**src/rtl/object_readout_scheduler_pkg.sv**
```systemverilog
// Shared widths, reserved label and scan FSM encoding for the object readout scheduler.
package object_readout_scheduler_pkg;

  localparam int LBL_WIDTH      = 8;
  localparam int LOC_SIZE       = 16;
  localparam int RESERVED_LABEL = 0;

  typedef enum logic [2:0] {
    ST_IDLE  = 3'd0,
    ST_ISSUE = 3'd1,
    ST_WAIT  = 3'd2,
    ST_CHECK = 3'd3,
    ST_EMIT  = 3'd4,
    ST_DONE  = 3'd5
  } state_t;

endpackage

```
**src/rtl/object_readout_scheduler_if.sv**
```systemverilog
// Table read port toward the labeller plus the object record valid/ready stream.
interface object_readout_scheduler_if #(
  parameter int LBL_W = object_readout_scheduler_pkg::LBL_WIDTH,
  parameter int LOC_W = object_readout_scheduler_pkg::LOC_SIZE
);

  logic [LBL_W-1:0] obj_id;
  logic [LBL_W-1:0] resolved_id;
  logic [LOC_W-1:0] obj_area;
  logic [LOC_W-1:0] obj_x;
  logic [LOC_W-1:0] obj_y;

  logic             out_valid;
  logic             out_ready;
  logic [LBL_W-1:0] out_label;
  logic [LOC_W-1:0] out_area;
  logic [LOC_W-1:0] out_x;
  logic [LOC_W-1:0] out_y;

  modport master (
    output obj_id, out_valid, out_label, out_area, out_x, out_y,
    input  resolved_id, obj_area, obj_x, obj_y, out_ready
  );

  modport slave (
    input  obj_id, out_valid, out_label, out_area, out_x, out_y,
    output resolved_id, obj_area, obj_x, obj_y, out_ready
  );

endinterface

```
**src/rtl/object_readout_scheduler.sv**
```systemverilog
// Post-frame walk of labels 1..num_labels-1, emitting root objects with area >= min_area.
// Costs 2+RD_LATENCY cycles per label; a record stalls the scan until out_ready accepts it.
module object_readout_scheduler
  import object_readout_scheduler_pkg::*;
#(
  parameter int LBL_W      = LBL_WIDTH,
  parameter int LOC_W      = LOC_SIZE,
  parameter int RD_LATENCY = 2
) (
  input  logic             clk,
  input  logic             reset_n,
  input  logic             frame_done,
  input  logic [LBL_W-1:0] num_labels,
  input  logic [LOC_W-1:0] min_area,
  object_readout_scheduler_if.master bus,
  output logic             busy,
  output logic             done,
  output logic [LBL_W-1:0] obj_count,
  output logic             overrun
);

  localparam int CNT_W = $clog2(RD_LATENCY) + 1;

  state_t           state, state_nxt;
  logic [LBL_W-1:0] n_lat;
  logic [LOC_W-1:0] thr;
  logic [CNT_W-1:0] wait_cnt;
  logic [LBL_W-1:0] obj_id_q;
  logic             out_valid_q;
  logic [LBL_W-1:0] out_label_q;
  logic [LOC_W-1:0] out_area_q;
  logic [LOC_W-1:0] out_x_q;
  logic [LOC_W-1:0] out_y_q;
  logic [LBL_W-1:0] obj_count_q;
  logic             overrun_q;

  logic keep;
  logic last;
  logic accept;
  logic empty_scan;

  assign keep       = (bus.resolved_id == obj_id_q) && (bus.obj_area >= thr);
  // n_lat of all-ones stops at all-ones minus one, so obj_id never wraps
  assign last       = (obj_id_q == n_lat - LBL_W'(1));
  assign accept     = out_valid_q && bus.out_ready;
  assign empty_scan = (num_labels <= LBL_W'(1));

  always_ff @(posedge clk) begin
    if (!reset_n) state <= ST_IDLE;
    else          state <= state_nxt;
  end

  always_comb begin
    state_nxt = state;
    case (state)
      ST_IDLE:  if (frame_done) state_nxt = empty_scan ? ST_DONE : ST_ISSUE;
      ST_ISSUE: state_nxt = ST_WAIT;
      ST_WAIT:  if (wait_cnt == '0) state_nxt = ST_CHECK;
      ST_CHECK: begin
        if (keep)      state_nxt = ST_EMIT;
        else if (last) state_nxt = ST_DONE;
        else           state_nxt = ST_ISSUE;
      end
      ST_EMIT:  if (accept) state_nxt = last ? ST_DONE : ST_ISSUE;
      ST_DONE:  state_nxt = ST_IDLE;
      default:  state_nxt = ST_IDLE;
    endcase
  end

  always_ff @(posedge clk) begin
    if (!reset_n) begin
      n_lat       <= '0;
      thr         <= '0;
      wait_cnt    <= '0;
      obj_id_q    <= LBL_W'(RESERVED_LABEL);
      out_valid_q <= 1'b0;
      out_label_q <= '0;
      out_area_q  <= '0;
      out_x_q     <= '0;
      out_y_q     <= '0;
      obj_count_q <= '0;
      overrun_q   <= 1'b0;
    end else begin
      case (state)
        ST_IDLE: begin
          if (frame_done) begin
            n_lat       <= num_labels;
            thr         <= min_area;
            obj_count_q <= '0;
            overrun_q   <= 1'b0;
            obj_id_q    <= empty_scan ? LBL_W'(RESERVED_LABEL) : LBL_W'(1);
          end
        end
        ST_ISSUE: wait_cnt <= CNT_W'(RD_LATENCY - 1);
        ST_WAIT:  if (wait_cnt != '0) wait_cnt <= wait_cnt - CNT_W'(1);
        ST_CHECK: begin
          if (keep) begin
            out_valid_q <= 1'b1;
            out_label_q <= obj_id_q;
            out_area_q  <= bus.obj_area;
            out_x_q     <= bus.obj_x;
            out_y_q     <= bus.obj_y;
          end else if (!last) begin
            obj_id_q <= obj_id_q + LBL_W'(1);
          end
        end
        ST_EMIT: begin
          if (accept) begin
            out_valid_q <= 1'b0;
            if (obj_count_q != '1) obj_count_q <= obj_count_q + LBL_W'(1);
            if (!last) obj_id_q <= obj_id_q + LBL_W'(1);
          end
        end
        ST_DONE:  obj_id_q <= LBL_W'(RESERVED_LABEL);
        default:  ;
      endcase
      // A start pulse arriving mid-scan, including the DONE cycle, is flagged and dropped
      if (frame_done && (state != ST_IDLE)) overrun_q <= 1'b1;
    end
  end

  assign bus.obj_id    = obj_id_q;
  assign bus.out_valid = out_valid_q;
  assign bus.out_label = out_label_q;
  assign bus.out_area  = out_area_q;
  assign bus.out_x     = out_x_q;
  assign bus.out_y     = out_y_q;
  assign busy          = (state != ST_IDLE);
  assign done          = (state == ST_DONE);
  assign obj_count     = obj_count_q;
  assign overrun       = overrun_q;

endmodule

```
**src/flat_wrapper.sv**
```systemverilog
// flat-port wrapper written by rule: the top's interface ports become plain ports
module object_readout_scheduler_flat import object_readout_scheduler_pkg::*;
#(
  parameter int LBL_W      = LBL_WIDTH,
  parameter int LOC_W      = LOC_SIZE,
  parameter int RD_LATENCY = 2
)
  (clk, reset_n, frame_done, num_labels, min_area, busy, done, obj_count, overrun, bus_obj_id, bus_out_valid, bus_out_label, bus_out_area, bus_out_x, bus_out_y, bus_resolved_id, bus_obj_area, bus_obj_x, bus_obj_y, bus_out_ready);
  object_readout_scheduler_if #(.LBL_W(LBL_W), .LOC_W(LOC_W)) bus_i ();
  input  logic clk;
  input  logic reset_n;
  input  logic frame_done;
  input  logic [LBL_W-1:0] num_labels;
  input  logic [LOC_W-1:0] min_area;
  output logic busy;
  output logic done;
  output logic [LBL_W-1:0] obj_count;
  output logic overrun;
  output wire logic [$bits(bus_i.obj_id)-1:0] bus_obj_id;
  output wire logic [$bits(bus_i.out_valid)-1:0] bus_out_valid;
  output wire logic [$bits(bus_i.out_label)-1:0] bus_out_label;
  output wire logic [$bits(bus_i.out_area)-1:0] bus_out_area;
  output wire logic [$bits(bus_i.out_x)-1:0] bus_out_x;
  output wire logic [$bits(bus_i.out_y)-1:0] bus_out_y;
  input wire logic [$bits(bus_i.resolved_id)-1:0] bus_resolved_id;
  input wire logic [$bits(bus_i.obj_area)-1:0] bus_obj_area;
  input wire logic [$bits(bus_i.obj_x)-1:0] bus_obj_x;
  input wire logic [$bits(bus_i.obj_y)-1:0] bus_obj_y;
  input wire logic [$bits(bus_i.out_ready)-1:0] bus_out_ready;
  assign bus_obj_id = bus_i.obj_id;
  assign bus_out_valid = bus_i.out_valid;
  assign bus_out_label = bus_i.out_label;
  assign bus_out_area = bus_i.out_area;
  assign bus_out_x = bus_i.out_x;
  assign bus_out_y = bus_i.out_y;
  assign bus_i.resolved_id = bus_resolved_id;
  assign bus_i.obj_area = bus_obj_area;
  assign bus_i.obj_x = bus_obj_x;
  assign bus_i.obj_y = bus_obj_y;
  assign bus_i.out_ready = bus_out_ready;
  object_readout_scheduler #(.LBL_W(LBL_W), .LOC_W(LOC_W), .RD_LATENCY(RD_LATENCY)) u_core (.clk(clk), .reset_n(reset_n), .frame_done(frame_done), .num_labels(num_labels), .min_area(min_area), .bus(bus_i), .busy(busy), .done(done), .obj_count(obj_count), .overrun(overrun));
endmodule
```
**config.mk**
```make
export PLATFORM = sky130hd
export DESIGN_NAME = object_readout_scheduler_flat
export DESIGN_NICKNAME = d
export VERILOG_FILES = /design/src/rtl/object_readout_scheduler_pkg.sv /design/src/rtl/object_readout_scheduler_if.sv /design/src/rtl/object_readout_scheduler.sv /design/src/flat_wrapper.sv
export SDC_FILE = /design/constraint.sdc
export NUM_CORES = 1
export LEC_CHECK = 0
export BUFFER_PORTS_ARGS = -buffer_cell sky130_fd_sc_hd__clkbuf_2
export CORE_MARGIN = 2
export CORE_UTILIZATION = 54
export DETAILED_ROUTE_END_ITERATION = 12
export PLACE_DENSITY = 0.85
export SYNTH_ARGS = -nofsm -noshare
export SYNTH_HDL_FRONTEND = slang
export SYNTH_SLANG_ARGS = --single-unit
```
**constraint.sdc**
```tcl
create_clock -name clk -period 6.2 [get_ports clk]
set_input_delay 0.62 -clock clk [delete_from_list [all_inputs] [get_ports clk]]
set_output_delay 0.62 -clock clk [all_outputs]
set_load 0.02 [all_outputs]
```
==> results by group <==
Synth
  – Unique cell type count in the Yosys netlist: 48
  – Yosys top cell area share: 44.3%
  – Synth Instances: 597
  – Synth Flop Type: dfxtp_1
  – Main area contributors after synthesis: dfxtp_1, nand2_1, a21oi_1, ha_1, xor2_1
  – Yosys Warn Count: 0
  – Synthesized area: 4650 sq um
  – Async SR Flop Fraction: 0%
  – Syn avg cell area: 7.79 sq um
  – EDFF count, synth: 0
  – Synth cell count leaders: nand2_1, dfxtp_1, a21oi_1, clkbuf_1, nor2_1
  – #FFs+latches synth: 103
  – Mapped Nets: 701
  – Register area share after synthesis: between 40% and 50%
  – Yosys top cell by area: dfxtp_1
  – Most common cell in the netlist: nand2_1

Clocking
  – Clk root buf: clkbuf_8
  – CTS max path bufs: 2
  – PostCTS Resize Cnt: 0
  – CTS tree: yes
  – Clock Sinks: just over 100
  – Clk_lat worst skew: ~0.36 ns
  – Postcts setup bufs: 0
  – H-tree Lvls: 3
  – CTS buffer count: 9
  – Clock transition at path regs: 0.09 ns
  – Hold_buf cts: 0

Critical path
  – Maximum fanout along the worst path: 56
  – Required time worst endpoint: ~6.5 ns
  – Data arrival, critical path: 3.55 ns
  – Crit. End Element: register
  – Critical path class: input pin to register
  – Critical Path Start Type: input pin

Finish
  – Core Util, Final: 68.1%
  – Area Growth Syn to Fin: 21.6%
  – Final Cell Area: between 5000 and 6000 sq um
  – Filler cells: 724
  – Share of cells above drive strength 1: around a quarter
  – ANT cells: 0
  – Fin nets: around 840

Routing
  – DRC viols: 0
  – Via count: 4548
  – Vias/cell: between 5 and 6
  – Pre-antenna DRT Iters: 5
  – 1st-iter DRT viols: 240
  – Routed wire length: 11800 um
  – DRT antenna net count: 0
  – WL per Instance: between 10 and 15 um

Floorplan
  – Die footprint: 9370 sq um
  – # IOs: between 150 and 200
  – Cell Rows: 33
  – Core area: 8300 sq um
  – Die width: 96.8 um
  – Initial core utilization: 56.1%
  – Die height: 96.8 um

STA
  – Final hold violations: 0
  – Fmax: 0.306 GHz
  – WHS: 0.455 ns
  – Pins over their slew limit: 0
  – Clock Skews: 0.0122 ns
  – RSZ-0062 raised after global routing: no
  – Final setup TNS: 0 ns
  – Final setup fails: 0
  – Rel. slew slack: around a quarter
  – Fin crit period: 3.27 ns
  – Tcrit/Tclk final: roughly 53%
  – Least-Margin Pin Slew: 1.12 ns

Placed design
  – Port-buffer cells: 159
  – DP HPWL: around 8600 um
  – GP Congestion: approximately 0.80
  – Placed cell areas: 5460 sq um

Global routing
  – First-pass GRT wire length: between 15000 and 20000 um
  – Global Route Usage Sum: 24.4%
  – Number of global-route vias before repair: ~4.2k
  – Grt total ovfl: 0
  – Initial antenna violation count: 0
  – Pin count of the biggest net entering global routing: 87

Power
  – LEAKAGE: roughly 0.0024 uW
  – Peak supply drop: 152 uV
  – Power Density: 237 nW/um^2

Hold path
  – Worst hold path type: register to register

Outcome
  – Status: finished clean

Job
  – Max-cap violations: 0
-- per-layer routing --
layer / global-route usage, % / part of all wire, %
met1: 30.3 / 42
met2: 42.4 / 50
met3: 4.26 / 5.8
met4: 9.21 / 1.9
met5: 0 / 0
-- cell families (layout without fill, tap and decap cells) --
kind of cell / after synthesis / count (layout) / synth area share (%)
xor+xnor: 26 / 26 / 4.90
flops: 103 / 103 / 44.3
compound gates: 134 / 134 / 17.2
buf+inv: 62 / 201 / 5.16
simple gates: 252 / 252 / 23.0
fa+ha+maj: 20 / 20 / 5.38
-- final timing paths --
path | startpoint | endpoint | slack (ns) | depth (start not counted)
worst min register to register | u_core.bus.out_area[10] | u_core.bus.out_area[10] | 0.46 | 2
worst min-delay path | u_core.bus.out_area[10] | u_core.bus.out_area[10] | 0.46 | 2
worst max-delay path | bus_obj_area[0] | u_core.bus.out_label[4] | 2.93 | 10
worst max register to register | u_core.thr[14] | u_core.bus.out_area[15] | 2.95 | 9
-- final cells by class --
| cell class | instances | area, sq um | share of cell area, % |
|---|---|---|---|
| Timing Repair Buffer | 163 | 823 | 14.6 |
| Clock buffer | 10 | 138 | 2.43 |
| Tap cell | 105 | 131 | 2.32 |
| Multi-Input combinational cell | 432 | 2360 | 41.7 |
| Sequential cell | 103 | 2060 | 36.5 |
| Clock inverter | 4 | 55.1 | 0.973 |
| Inverter | 24 | 90.1 | 1.59 |
-- registers in the layout (all words and copies together), names as in the netlist, 2 cells and up --
| signal | count |
|---|---|
| u_core.bus.out_area | 16 |
| u_core.bus.out_y | 16 |
| u_core.state | 3 |
| u_core.n_lat | 8 |
| u_core.bus.out_label | 8 |
| u_core.obj_count | 8 |
| u_core.wait_cnt | 2 |
| u_core.bus.obj_id | 8 |
| u_core.thr | 16 |
| u_core.bus.out_x | 16 |
-- per-stage QoR --
step                      total power (uW)  instances  setup WS (ns)
after floorplan                        861        597           3.14
after global placement                 919        826           2.65
after detailed placement               930        826           2.52
after CTS                             1350        840           2.88
after global routing                  1400        841           2.66
final                                 1340        841           2.93
-- critical path, cell delays in order --
cell       delay, ns
clkbuf_2        0.09
inv_1           0.04
ha_1            0.27
nand2b_1        0.15
a2111o_1        0.41
a311o_1         0.36
a2111oi_4       0.43
or3_2           0.88
nand2_1         0.13
a21oi_1         0.17
-- report_power, final --
part           switching, uW  internal, uW  total (uW)
registers               24.4           683         708
clock network            226           196         422
logic                    123          86.4         209
-- cell usage in the layout, fill, tap and decap left out, types with 3 or more instances in the layout --
master / n
nand2_1: 170
clkbuf_2: 159
dfxtp_1: 103
a21oi_1: 90
nor2_1: 25
inv_1: 23
ha_1: 20
xor2_1: 17
nand3_1: 15
clkbuf_8: 10
xnor2_1: 9
o21ai_0: 8
o31ai_1: 8
nor3_1: 7
nand2b_1: 7
o311ai_0: 6
nand4_1: 5
and3_1: 5
and2_1: 4
nor4_1: 3
a31oi_1: 3
buf_4: 3
No activity file was read; power rests on OpenSTA's default activity.
